**config.mk**
```make
export PLATFORM = sky130hd
export DESIGN_NAME = timer_arbiter
export DESIGN_NICKNAME = d
export VERILOG_FILES = /design/src/rtl/timer_arbiter.sv
export SDC_FILE = /design/constraint.sdc
export NUM_CORES = 1
export LEC_CHECK = 0
export CAP_MARGIN = 20
export CELL_PAD_IN_SITES_DETAIL_PLACEMENT = 0
export CELL_PAD_IN_SITES_GLOBAL_PLACEMENT = 1
export CORE_MARGIN = 2
export CORE_UTILIZATION = 28
export CTS_BUF_LIST = sky130_fd_sc_hd__clkbuf_8
export CTS_CLUSTER_DIAMETER = 80
export CTS_CLUSTER_SIZE = 20
export DETAILED_ROUTE_END_ITERATION = 8
export GPL_TIMING_DRIVEN = 0
export PLACE_DENSITY = 0.87
export SLEW_MARGIN = 30
export SYNTH_ARGS = -nofsm -noshare
export SYNTH_HDL_FRONTEND = slang
export SYNTH_SLANG_ARGS = --single-unit
```
**constraint.sdc**
```tcl
create_clock -name clk -period 2.98 [get_ports clk]
set_input_delay 0.596 -clock clk [delete_from_list [all_inputs] [get_ports clk]]
set_output_delay 0.596 -clock clk [all_outputs]
set_load 0.01 [all_outputs]
```
**src/rtl/timer_arbiter.sv**
```systemverilog
// Round-robin arbiter that shares one countdown timer between NREQ requesters.
// Define TIMER_ARB_FIXED_PRIORITY_EN to select the lowest requesting index instead of round-robin.
module timer_arbiter #(
  parameter int NREQ  = 4,
  parameter int WIDTH = 16
) (
  input  logic                     clk,
  input  logic                     reset,
  input  logic [NREQ-1:0]          req,
  input  logic [NREQ*WIDTH-1:0]    cycles,
  output logic [NREQ-1:0]          grant,
  output logic [NREQ-1:0]          done,
  output logic [$clog2(NREQ)-1:0]  active_id,
  output logic                     ctl_busy,
  output logic                     timer_load,
  output logic [WIDTH-1:0]         timer_cycles,
  input  logic                     timer_busy
);

  localparam int IDW = $clog2(NREQ);

  typedef enum logic [1:0] {
    S_IDLE,
    S_LOAD,
    S_WAIT,
    S_DONE
  } state_t;

  state_t             state_q, state_d;
  logic [NREQ-1:0]    grant_q, grant_d;
  logic [NREQ-1:0]    done_q, done_d;
  logic [IDW-1:0]     active_q, active_d;
  logic [IDW-1:0]     last_q, last_d;
  logic               timer_load_q, timer_load_d;
  logic [WIDTH-1:0]   timer_cycles_q, timer_cycles_d;

  logic               sel_found;
  logic [IDW-1:0]     sel_id;
  logic [WIDTH-1:0]   sel_cycles;

  // NOTE: every variable written in an always_comb gets a default first, so no path leaves it unassigned and no latch is inferred.
  always_comb begin
    sel_found = 1'b0;
    sel_id    = '0;
`ifdef TIMER_ARB_FIXED_PRIORITY_EN
    for (int i = 0; i < NREQ; i++) begin
      if (!sel_found && req[i]) begin
        sel_found = 1'b1;
        sel_id    = IDW'(i);
      end
    end
`else
    // Scan upward from the requester after the last one serviced.
    for (int i = 1; i <= NREQ; i++) begin
      if (!sel_found && req[(int'(last_q) + i) % NREQ]) begin
        sel_found = 1'b1;
        sel_id    = IDW'((int'(last_q) + i) % NREQ);
      end
    end
`endif
    sel_cycles = cycles[int'(sel_id)*WIDTH +: WIDTH];
  end

  always_comb begin
    state_d        = state_q;
    grant_d        = grant_q;
    done_d         = '0;
    active_d       = active_q;
    last_d         = last_q;
    timer_load_d   = 1'b0;
    timer_cycles_d = timer_cycles_q;
    case (state_q)
      S_IDLE: begin
        if (sel_found) begin
          state_d        = S_LOAD;
          active_d       = sel_id;
          timer_cycles_d = sel_cycles;
          grant_d        = NREQ'(1) << sel_id;
          timer_load_d   = (sel_cycles != '0);
        end
      end
      S_LOAD: begin
        // A zero count never raises timer busy, so skip the wait entirely.
        if (timer_cycles_q == '0) begin
          state_d = S_DONE;
          done_d  = grant_q;
        end else begin
          state_d = S_WAIT;
        end
      end
      S_WAIT: begin
        if (!timer_busy) begin
          state_d = S_DONE;
          done_d  = grant_q;
        end
      end
      S_DONE: begin
        state_d = S_IDLE;
        grant_d = '0;
        last_d  = active_q;
      end
      default: state_d = S_IDLE;
    endcase
  end

  // NOTE: sequential state uses non-blocking assignments so all flops update together at the edge.
  always_ff @(posedge clk) begin
    if (reset) begin
      state_q        <= S_IDLE;
      grant_q        <= '0;
      done_q         <= '0;
      active_q       <= '0;
      last_q         <= IDW'(NREQ - 1);
      timer_load_q   <= 1'b0;
      timer_cycles_q <= '0;
    end else begin
      state_q        <= state_d;
      grant_q        <= grant_d;
      done_q         <= done_d;
      active_q       <= active_d;
      last_q         <= last_d;
      timer_load_q   <= timer_load_d;
      timer_cycles_q <= timer_cycles_d;
    end
  end

  assign grant        = grant_q;
  assign done         = done_q;
  assign active_id    = active_q;
  assign ctl_busy     = (state_q != S_IDLE);
  assign timer_load   = timer_load_q;
  assign timer_cycles = timer_cycles_q;

endmodule

```
== Word level (Yosys, flattened, before mapping) ==
Index checks and enable logic that the tools add are counted.

* Add/sub/neg operators: 4
* Order comparisons: 4
* Equal/unequal tests: 5
* Shift operators: 2
* Multiplexer cells: 29
* Bitwise logic cells: 6
* Reductions and logical operators: 19

{| class="wikitable"
|+ Operators by type and width
! operator !! count
|-
| variable part select 64 x 7 -> 16 bit || 1
|-
| zero test 16 bit || 1
|-
| < comparator 3 x 4 -> 1 bit (second input constant) || 4
|-
| one-hot mux 4 bit (2 select lines) || 2
|-
| nonzero test 16 bit || 1
|-
| 2-to-1 mux 1 bit || 13
|-
| 2-to-1 mux 2 bit || 6
|-
| 2-to-1 mux 4 bit || 3
|-
| binary-select mux 1 bit (select 2 bit) || 4
|-
| one-hot mux 2 bit (4 select lines) || 1
|-
| OR reduction 2 bit || 4
|-
| AND reduction 2 bit || 3
|-
| adder 2 x 1 -> 2 bit (second input constant) || 2
|-
| adder 2 bit (second input constant) || 2
|-
| bitwise AND 1 bit (first input constant) || 4
|-
| equality test 2 bit (second input constant) || 2
|-
| inequality test 2 bit (second input constant) || 2
|-
| nonzero test 2 bit || 2
|-
| left shift 1 x 2 -> 4 bit (first input constant) || 1
|-
| logical AND 1 bit || 3
|-
| zero test 1 bit || 3
|-
| OR reduction 3 bit || 1
|-
| equality test 2 x 1 -> 1 bit (second input constant) || 1
|-
| zero test 2 bit || 1
|-
| inverter 1 bit || 2
|}

* Register bits: 31
* Input bits: 71
* Output and inout bits: 28
* Logic and storage cells: 76

== Logic depth before layout (Yosys ltp) ==
Gate-level depths: netlist of run 1.

* Depth in word-level cells: 19
* Depth in mapped cells: 9
* Mapped depth without buffers: 8

== Worst setup path before layout of run 1 ==
OpenSTA, ideal clock, no wires.

* Path kind: input -> register
* Start point: in req[1]
* End point: reg timer_load_q, in the netlist timer_load
* Setup time: 0.120 ns
* Arrival: 2.557 ns
* Data required time: 2.860 ns
* Path slack: 0.303 ns
* Cell stages on the path: 8
* Cell sequence: buf_6 o21a_1 a211oi_4 buf_8 mux2_4 a222oi_1 nand4_1 o31a_1

* Longest elaborated chain between the ends: 15
* Elaborated cells between the ends (all ways): 30
* Those cells by class: shift (1); mux (20); bitwise (1); reduce/logical (8)

{| class="wikitable"
|+ RTL lines
! element !! RTL line !! RTL
|-
| start, declared || 9 || <nowiki>input logic [NREQ-1:0] req,</nowiki>
|-
| binary-select mux 1 bit (select 2 bit) || 55 || <nowiki>if (!sel_found && req[(int'(last_q) + i) % NREQ]) begin</nowiki>
|-
| 2-to-1 mux 1 bit (not written as such) (2 in a row) || 55 ||
|-
| 2-to-1 mux 1 bit || 55 ||
|-
| zero test 1 bit || 55 ||
|-
| logical AND 1 bit || 55 ||
|-
| 2-to-1 mux 1 bit || 55 ||
|-
| zero test 1 bit || 55 ||
|-
| logical AND 1 bit || 55 ||
|-
| 2-to-1 mux 1 bit || 55 ||
|-
| zero test 1 bit || 55 ||
|-
| logical AND 1 bit || 55 ||
|-
| 2-to-1 mux 2 bit or 2-to-1 mux 1 bit (tied branches) || 55 ||
|-
| variable part select 64 x 7 -> 16 bit or inverter 1 bit (tied branches) || -- ||
|-
| nonzero test 16 bit or OR reduction 3 bit (tied branches) || -- ||
|-
| end signal, assigned || 122 || <nowiki>timer_load_q <= timer_load_d;</nowiki>
|-
| end, declared || 34 || <nowiki>logic timer_load_q, timer_load_d;</nowiki>
|}

Several ways; a longest one is shown, not always the timed one. The select of a mux whose other input is x is not followed.
A chain may end at the register's enable or synchronous reset.

== Final worst setup path of run 1 ==
* Start point: in req[0]
* End point: reg timer_load_q, in the netlist timer_load

The elaborated chain is that of the path after synthesis.

==> results of run 1 <==
## worst reg2reg max path, delay by kind of cell, from the launching register on
kind	cells	cell delay, ps
buffers and inverters	1	220
AOI/OAI and AO/OA	3	1010
DFF	1	370
and+or+nand+nor	2	410
muxes	1	360
## worst max-delay path by stage
stage	endpoint	from	depth (start not counted)
floorplan	timer_load$_SDFF_PP0_	req[1]	8
finish	timer_load$_SDFF_PP0_	req[0]	8
CTS	timer_load$_SDFF_PP0_	req[3]	8
global placement	timer_load$_SDFF_PP0_	req[3]	9
global route	timer_load$_SDFF_PP0_	req[0]	10
detailed placement	timer_load$_SDFF_PP0_	req[3]	9
## layout make-up
type / instances / area share
plain buffers: 12 / 0.0218
clock buffers: 5 / 0.0226
clock inverters: 3 / 0.0144
inverters: 10 / 0.0123
multi-input cells: 155 / 0.369
flip-flops and latches: 31 / 0.204
well taps: 77 / 0.0317
repair buffers: 99 / 0.324
## report_power, final
part | internal (mW) | total [mW] | switching (mW)
Combinational | 0.584 | 1.14 | 0.558
Sequential | 0.547 | 0.663 | 0.116
Clock | 0.249 | 0.416 | 0.167
## registers in the layout, summed over array words and instances (netlist names)
name          flops
active_id         2
done              4
grant             4
last_q            2
state_q           2
timer_cycles     16
timer_load        1
## through the flow
| step | worst slack, ps | area [um2] | instances | hold WS [ps] | total power, mW |
|---|---|---|---|---|---|
| after floorplan | 303 | 1830 | 208 | 523 | 1.29 |
| after global placement | -525 | 2890 | 381 | 504 | 1.78 |
| after detailed placement | -568 | 2890 | 381 | 502 | 1.79 |
| after CTS | 28.1 | 3020 | 391 | 514 | 2.22 |
| after global routing | 14.2 | 3040 | 392 | 532 | 2.38 |
| final | 108 | 3040 | 392 | 512 | 2.22 |
## Yosys cell counts (2+ instances only)
master / instances / area share
sky130_fd_sc_hd__a211o_1: 2 / 0.0096
sky130_fd_sc_hd__a211oi_1: 14 / 0.057
sky130_fd_sc_hd__a21oi_1: 6 / 0.016
sky130_fd_sc_hd__a222oi_1: 10 / 0.055
sky130_fd_sc_hd__a22oi_1: 4 / 0.016
sky130_fd_sc_hd__a2bb2oi_1: 3 / 0.014
sky130_fd_sc_hd__and2_1: 4 / 0.014
sky130_fd_sc_hd__clkbuf_1: 9 / 0.018
sky130_fd_sc_hd__dfxtp_1: 31 / 0.34
sky130_fd_sc_hd__ha_1: 5 / 0.034
sky130_fd_sc_hd__inv_1: 10 / 0.021
sky130_fd_sc_hd__mux2_2: 10 / 0.062
sky130_fd_sc_hd__mux2i_1: 7 / 0.038
sky130_fd_sc_hd__nand2_1: 8 / 0.016
sky130_fd_sc_hd__nand2b_1: 2 / 0.0068
sky130_fd_sc_hd__nand4_1: 4 / 0.014
sky130_fd_sc_hd__nor2_1: 36 / 0.074
sky130_fd_sc_hd__nor2b_1: 2 / 0.0068
sky130_fd_sc_hd__nor3_1: 7 / 0.019
sky130_fd_sc_hd__nor4_1: 3 / 0.010
sky130_fd_sc_hd__o21ai_0: 3 / 0.0082
sky130_fd_sc_hd__o221ai_1: 5 / 0.024
## cell families after synthesis
group / after synthesis / share of synthesized area
AND/OR/NAND/NOR: 76 / 0.208
AO/OA/AOI/OAI: 56 / 0.254
flip-flops: 31 / 0.339
buffers and inverters: 22 / 0.0560
multiplexers: 18 / 0.108
adder cells (fa/ha/maj): 5 / 0.0342
## layer usage
| layer | GRT usage | part of all wire |
|---|---|---|
| met1 | 0.203 | 0.44 |
| met2 | 0.273 | 0.48 |
| met3 | 0.0428 | 0.081 |
| met4 | 0.0346 | 0.0054 |
| met5 | 0 | 0 |
## timing repair
action                                  CTS  global route
gates resized for setup                   0             5
setup buffers                             2             1
pin swaps                                 1             4
endpoints found under the setup margin    1             1
==> impl_summary.txt, run 1 <==
----------------------------------------------------
[Timing]
  Accumulated negative setup slack ... 0 ps
  RSZ-0062 raised after global routing ... no
  Final period demand of the worst path ... 2870 ps
  Final Slew Violations ... 0
  Final clock period utilization by the worst path ... 0.964
  Slew @ Worst Pin ... 553 ps
  Setup-violating endpoint count in the final report ... 0
  Final Hold Violating Endpoints ... 0
  Relative max-transition margin ... 0.630
  Largest clock skew in the final design ... 8.96 ps
  Highest clock frequency the design can meet ... 348 MHz

[Finish]
  Area taken by flip-flops and latches ... 621 um2
  Final Util ... 0.479
  Growth of design area from synthesis to finish ... 66.2%
  Most common cell after layout, fill and taps aside ... sky130_fd_sc_hd__clkdlybuf4s50_1
  Most frequent cells in the layout ... sky130_fd_sc_hd__clkdlybuf4s50_1, sky130_fd_sc_hd__nor2_1, sky130_fd_sc_hd__dfxtp_1
  Net count of the finished layout ... 390
  Area of the multi-input gates ... 0.00112 mm2
  Number of antenna diodes ... 0
  Number of filler instances in the final layout ... 612
  Share of final-layout standard cells stronger than drive strength 1 ... 0.108

[Drt]
  Number of vias in the routed layout ... 1966
  Antenna violation net count after detailed routing ... 0
  Post-detailed-route via-to-cell ratio ... approximately 5
  Average wire per standard cell ... 14.8 um
  TritonRoute pass-1 iters ... 5
  DR iter-0 viols ... 90
  Drt drc ... 0
  Total wirelength of the detailed-routed design ... 5780 um

[Floorplan]
  Vertical extent of the die ... between 80 and 90 um
  Floorplan row count ... 29
  Core footprint ... around 0.0063 mm2
  Effective utilization at floorplan ... 0.288
  IO Count ... 99
  Full die area ... 0.00720 mm2
  Horizontal die dimension ... 84.9 um

[Worst setup path]
  Flop-to-flop setup slack ... between 500 and 600 ps
  Highest-delay cell along the critical path ... sky130_fd_sc_hd__clkdlybuf4s50_1
  End of the worst register-to-register path ... timer_load$_SDFF_PP0_
  Arrival time of the worst setup path ... 3060 ps
  Critical Path Max Stage Delay ... approximately 510 ps
  Sum of buffers and inverters on the critical path ... 2
  FF-to-FF path depth ... 7
  Worst path cell trace ... clkdlybuf4s50_1, o21a_1, a211oi_4, buf_4, mux2_2, a222oi_1, nand4_1, o31a_1
  Critical path class ... primary input to flop
  Startpoint of the worst-slack reg-to-reg timing path ... last_q[0]$_SDFFE_PP1P_
  Req. time, crit path ... about 3200 ps
  Cell family with most CP delay ... compound AO/OA/AOI/OAI gates
  Startpoint type of the worst setup path ... primary input
  Critical path capture point type ... flop
  Worst Path Max Fanout ... 9

[Clocking]
  Largest buffer count on any clock path ... 2
  H-tree Lvls ... 2
  Inserted Clock Buffers ... 5
  Root Buffer ... sky130_fd_sc_hd__clkbuf_8
  Number of clock sinks seen by CTS ... 31
  Clock insertion delay at the later pin of the skew report ... 290 ps
  Clock transition time at the flip-flop clock pins of the worst setup and hold paths ... 70 ps
  Hold-fix buffers, CTS ... 0
  Clock tree from TritonCTS ... done

[Synth]
  Sequential fraction of the synthesis area ... 0.339
  Proportion of register bits with asynchronous set or reset after synthesis ... 0
  Syn Nets ... 284
  Mean Syn Cell Area ... about 9 um2
  Post-synthesis instance area ... 0.00183 mm2
  Post-synthesis sequential element count ... 31
  Number of cells produced by synthesis ... 208
  Yosys warning count ... 0
  Number of different library cells in the post-synthesis netlist ... 45
  Number of enable flip-flop cells after synthesis ... 0
  Most used flip-flop cell after synthesis ... sky130_fd_sc_hd__dfxtp_1

[Hold path]
  Cell count of the worst hold path ... 1
  Hold_sp ... active_id[1]$_SDFFE_PP0P_
  Endpoint of the worst hold path ... last_q[1]$_SDFFE_PP1P_
  Worst min path class ... flop to flop

[Placed design]
  Total of buffers placed on input and output ports ... 96
  Final weighted congestion in routability-driven placement ... between 0.7 and 0.8
  Detail Placement HPWL ... 4590 um

[Global route]
  Final global-route overflow total ... 0
  Number of antenna violations at the first check in global routing ... 0
  GRT Total Usage ... 0.160
  First-pass GRT wire length ... 9220 um
  Vias in the first global route ... around 1900
  Maximum number of pins on one net before global-route repair ... 12

[Power]
  Leakage power total ... 1.16 nW
  Max rail drop VDD ... 341 uV
  Power per standard cell area ... 730 mW/mm2

[Status]
  Outcome ... complete, no violations

[Flow run]
  Max-cap violations ... 0

----------------------------------------------------
(Power assumes the default switching activity.)
==> inputs of run 2 (changes only) <==
--- a/config.mk
+++ b/config.mk
@@ -9,13 +9,15 @@
 export CELL_PAD_IN_SITES_DETAIL_PLACEMENT = 0
 export CELL_PAD_IN_SITES_GLOBAL_PLACEMENT = 1
 export CORE_MARGIN = 2
-export CORE_UTILIZATION = 28
+export CORE_UTILIZATION = 46
 export CTS_BUF_LIST = sky130_fd_sc_hd__clkbuf_8
 export CTS_CLUSTER_DIAMETER = 80
 export CTS_CLUSTER_SIZE = 20
 export DETAILED_ROUTE_END_ITERATION = 8
+export DONT_BUFFER_PORTS = 1
 export GPL_TIMING_DRIVEN = 0
-export PLACE_DENSITY = 0.87
+export PLACE_DENSITY = 0.86
+export SETUP_SLACK_MARGIN = 0.15
 export SLEW_MARGIN = 30
 export SYNTH_ARGS = -nofsm -noshare
 export SYNTH_HDL_FRONTEND = slang
==> run 2 against run 1 <==
Against the previous run: design area fell by 34%; power fell by 18%; first-iteration DRC count rose by 98%; largest power group unchanged; critical path type is now flop to flop.
==> impl_summary.txt, run 2 (same netlist as run 1, synthesis figures left out) <==
----------------------------------------------------
[Status]
  Outcome ... complete, no violations

[Worst setup path]
  Critical path class ... flop to flop
  Req. time, crit path ... 3150 ps
  Flop-to-flop setup slack ... 480 ps
  End of the worst register-to-register path ... timer_load$_SDFF_PP0_
  Startpoint type of the worst setup path ... flop
  Worst Path Max Fanout ... 10
  Startpoint of the worst-slack reg-to-reg timing path ... last_q[0]$_SDFFE_PP1P_
  FF-to-FF path depth ... 7
  Critical path capture point type ... flop
  Arrival time of the worst setup path ... between 2000 and 3000 ps

[Floorplan]
  IO Count ... 99
  Vertical extent of the die ... roughly 67 um
  Effective utilization at floorplan ... 0.489
  Floorplan row count ... 22
  Horizontal die dimension ... 67.1 um
  Full die area ... 0.00450 mm2
  Core footprint ... 0.00374 mm2

[Timing]
  Largest clock skew in the final design ... 3.34 ps
  Accumulated negative setup slack ... 0 ps
  Slew @ Worst Pin ... 542 ps
  Setup-violating endpoint count in the final report ... 0
  Final Slew Violations ... 0
  RSZ-0062 raised after global routing ... no
  Final period demand of the worst path ... approximately 2500 ps
  Highest clock frequency the design can meet ... roughly 400 MHz
  Final Hold Violating Endpoints ... 0
  Final clock period utilization by the worst path ... 0.837
  Relative max-transition margin ... 0.639

[Drt]
  Antenna violation net count after detailed routing ... 0
  Post-detailed-route via-to-cell ratio ... approximately 6.5
  DR iter-0 viols ... 178
  Average wire per standard cell ... around 20 um
  Number of vias in the routed layout ... 1714
  Total wirelength of the detailed-routed design ... around 5300 um
  Drt drc ... 0
  TritonRoute pass-1 iters ... 5

[Placed design]
  Number of cells after detailed placement ... 256
  Total of buffers placed on input and output ports ... 0
  Detail Placement HPWL ... around 4300 um
  Final weighted congestion in routability-driven placement ... 0.867

[Hold path]
  Worst min path class ... flop to flop
  Cell count of the worst hold path ... 1
  Endpoint of the worst hold path ... done[2]$_SDFF_PP0_
  Hold_sp ... grant[2]$_SDFFE_PP0P_

[Power]
  Clock network fraction of total power ... 0.181
  Switch Pwr ... between 0.7 and 0.8 mW
  Power per standard cell area ... a little over 900 mW/mm2
  Switching part of the total ... 0.427
  Leakage power total ... 0.765 nW
  Power share of the sequential group ... 0.404
  Cell-internal power ... 1.04 mW
  Max rail drop VDD ... ~310 uV
  Part of the power in combinational logic ... 0.415

[Clocking]
  H-tree Lvls ... 2
  Clock transition time at the flip-flop clock pins of the worst setup and hold paths ... 60 ps
  Clock tree from TritonCTS ... done
  Number of clock sinks seen by CTS ... 31
  Buffers inserted by post-CTS timing repair ... 0
  Root Buffer ... sky130_fd_sc_hd__clkbuf_8
  Number of resized instances in the post-cts repair step ... 0
  Inserted Clock Buffers ... 5
  Hold-fix buffers, CTS ... 0
  Clock insertion delay at the later pin of the skew report ... 280 ps
  Largest buffer count on any clock path ... 2

[Finish]
  Net count of the finished layout ... 292
  Most common cell after layout, fill and taps aside ... sky130_fd_sc_hd__nor2_1
  Number of antenna diodes ... 0
  Non-Filler Instances ... 264
  Number of filler instances in the final layout ... roughly 360
  Share of final-layout standard cells stronger than drive strength 1 ... 0.134
  Area taken by flip-flops and latches ... between 600 and 700 um2
  Flip-flop count of the largest register after layout ... 16
  Most frequent cells in the layout ... sky130_fd_sc_hd__nor2_1, sky130_fd_sc_hd__dfxtp_1, sky130_fd_sc_hd__a211oi_1
  Growth of design area from synthesis to finish ... 9.16%
  Area of the multi-input gates ... 0.00111 mm2

[Global route]
  Maximum number of pins on one net before global-route repair ... 11
  Final global-route overflow total ... 0
  Most used routing layer ... met2
  GRT Total Usage ... 0.251
  M3 GR Usage ... 0.0760
  Number of antenna violations at the first check in global routing ... 0
  First-pass GRT wire length ... ~8300 um
  GR Layer Usage met1 ... 0.329
  Met2 track demand over resource in global routing ... 0.390
  Vias in the first global route ... 1668

[Flow run]
  Max-cap violations ... 0

----------------------------------------------------
==> run 2: cell count changes in the layout (fill, tap and decap cells not counted), sizes merged <==
| cell | previous run | this run |
|---|---|---|
| bufinv | 1 | 0 |
| dlymetal6s2s | 1 | 0 |
| clkbuf | 14 | 15 |
| clkinv | 2 | 1 |
| buf | 6 | 4 |
| clkdlybuf4s50 | 95 | 0 |
==> run 2: cell type report <==
| type | instances | share of cell area |
|---|---|---|
| buffer | 12 | 0.0326 |
| clock buffer | 6 | 0.0413 |
| clock inverter | 1 | 0.00250 |
| inverter | 10 | 0.0188 |
| multi-input combinational | 155 | 0.554 |
| sequential | 31 | 0.311 |
| tap | 48 | 0.0301 |
| timing repair buffer | 1 | 0.0100 |
==> run 2: power by group through the flow <==
| stage | clock [mW] | combinational (mW) | sequential (mW) |
|---|---|---|---|
| 4_1_cts | 0.333 | 0.734 | 0.735 |
| 6_report | 0.329 | 0.755 | 0.733 |
| 3_5_place_dp | 0 | 0.732 | 0.744 |
| 5_1_grt | 0.353 | 0.857 | 0.750 |
| 2_1_floorplan | 0 | 0.589 | 0.697 |
| 3_3_place_gp | 0 | 0.710 | 0.735 |
==> run 2: stage by stage <==
| step | instance area [um2] | power [mW] | util | setup slack, ps | hold slack (ps) |
|---|---|---|---|---|---|
| 6_report | 2000 | 1.82 | 0.534 | 484 | 555 |
| 2_1_floorplan | 1830 | 1.29 | - | 303 | 523 |
| 3_5_place_dp | 1890 | 1.48 | 0.505 | -44.1 | 551 |
| 3_3_place_gp | 1890 | 1.44 | 0.505 | 31.4 | 548 |
| 5_1_grt | 2000 | 1.96 | 0.534 | 356 | 593 |
| 4_1_cts | 1980 | 1.80 | 0.528 | 253 | 559 |
==> run 2: worst max-delay path by stage <==
stage / startpoint / to / cells after the start
6_report: last_q[0]$_SDFFE_PP1P_ / timer_load$_SDFF_PP0_ / 7
2_1_floorplan: req[1] / timer_load$_SDFF_PP0_ / 8
5_1_grt: last_q[0]$_SDFFE_PP1P_ / timer_load$_SDFF_PP0_ / 7
4_1_cts: req[1] / timer_load$_SDFF_PP0_ / 7
3_5_place_dp: req[1] / timer_load$_SDFF_PP0_ / 7
3_3_place_gp: req[1] / timer_load$_SDFF_PP0_ / 7
==> run 2: metal layers <==
layer	wire, um	share of wire
met4	71	0.013
met5	0	0
met1	2300	0.43
met3	468	0.088
met2	2480	0.47
==> run 2: worst max-delay path: stages, from the launching register on <==
cell and delay [ps]:
sky130_fd_sc_hd__dfxtp_1 370, sky130_fd_sc_hd__nand2b_2 250, sky130_fd_sc_hd__a211oi_4 280, sky130_fd_sc_hd__buf_12 170, sky130_fd_sc_hd__mux2_2 330, sky130_fd_sc_hd__a222oi_1 510
sky130_fd_sc_hd__nand4_1 160, sky130_fd_sc_hd__o31a_1 320
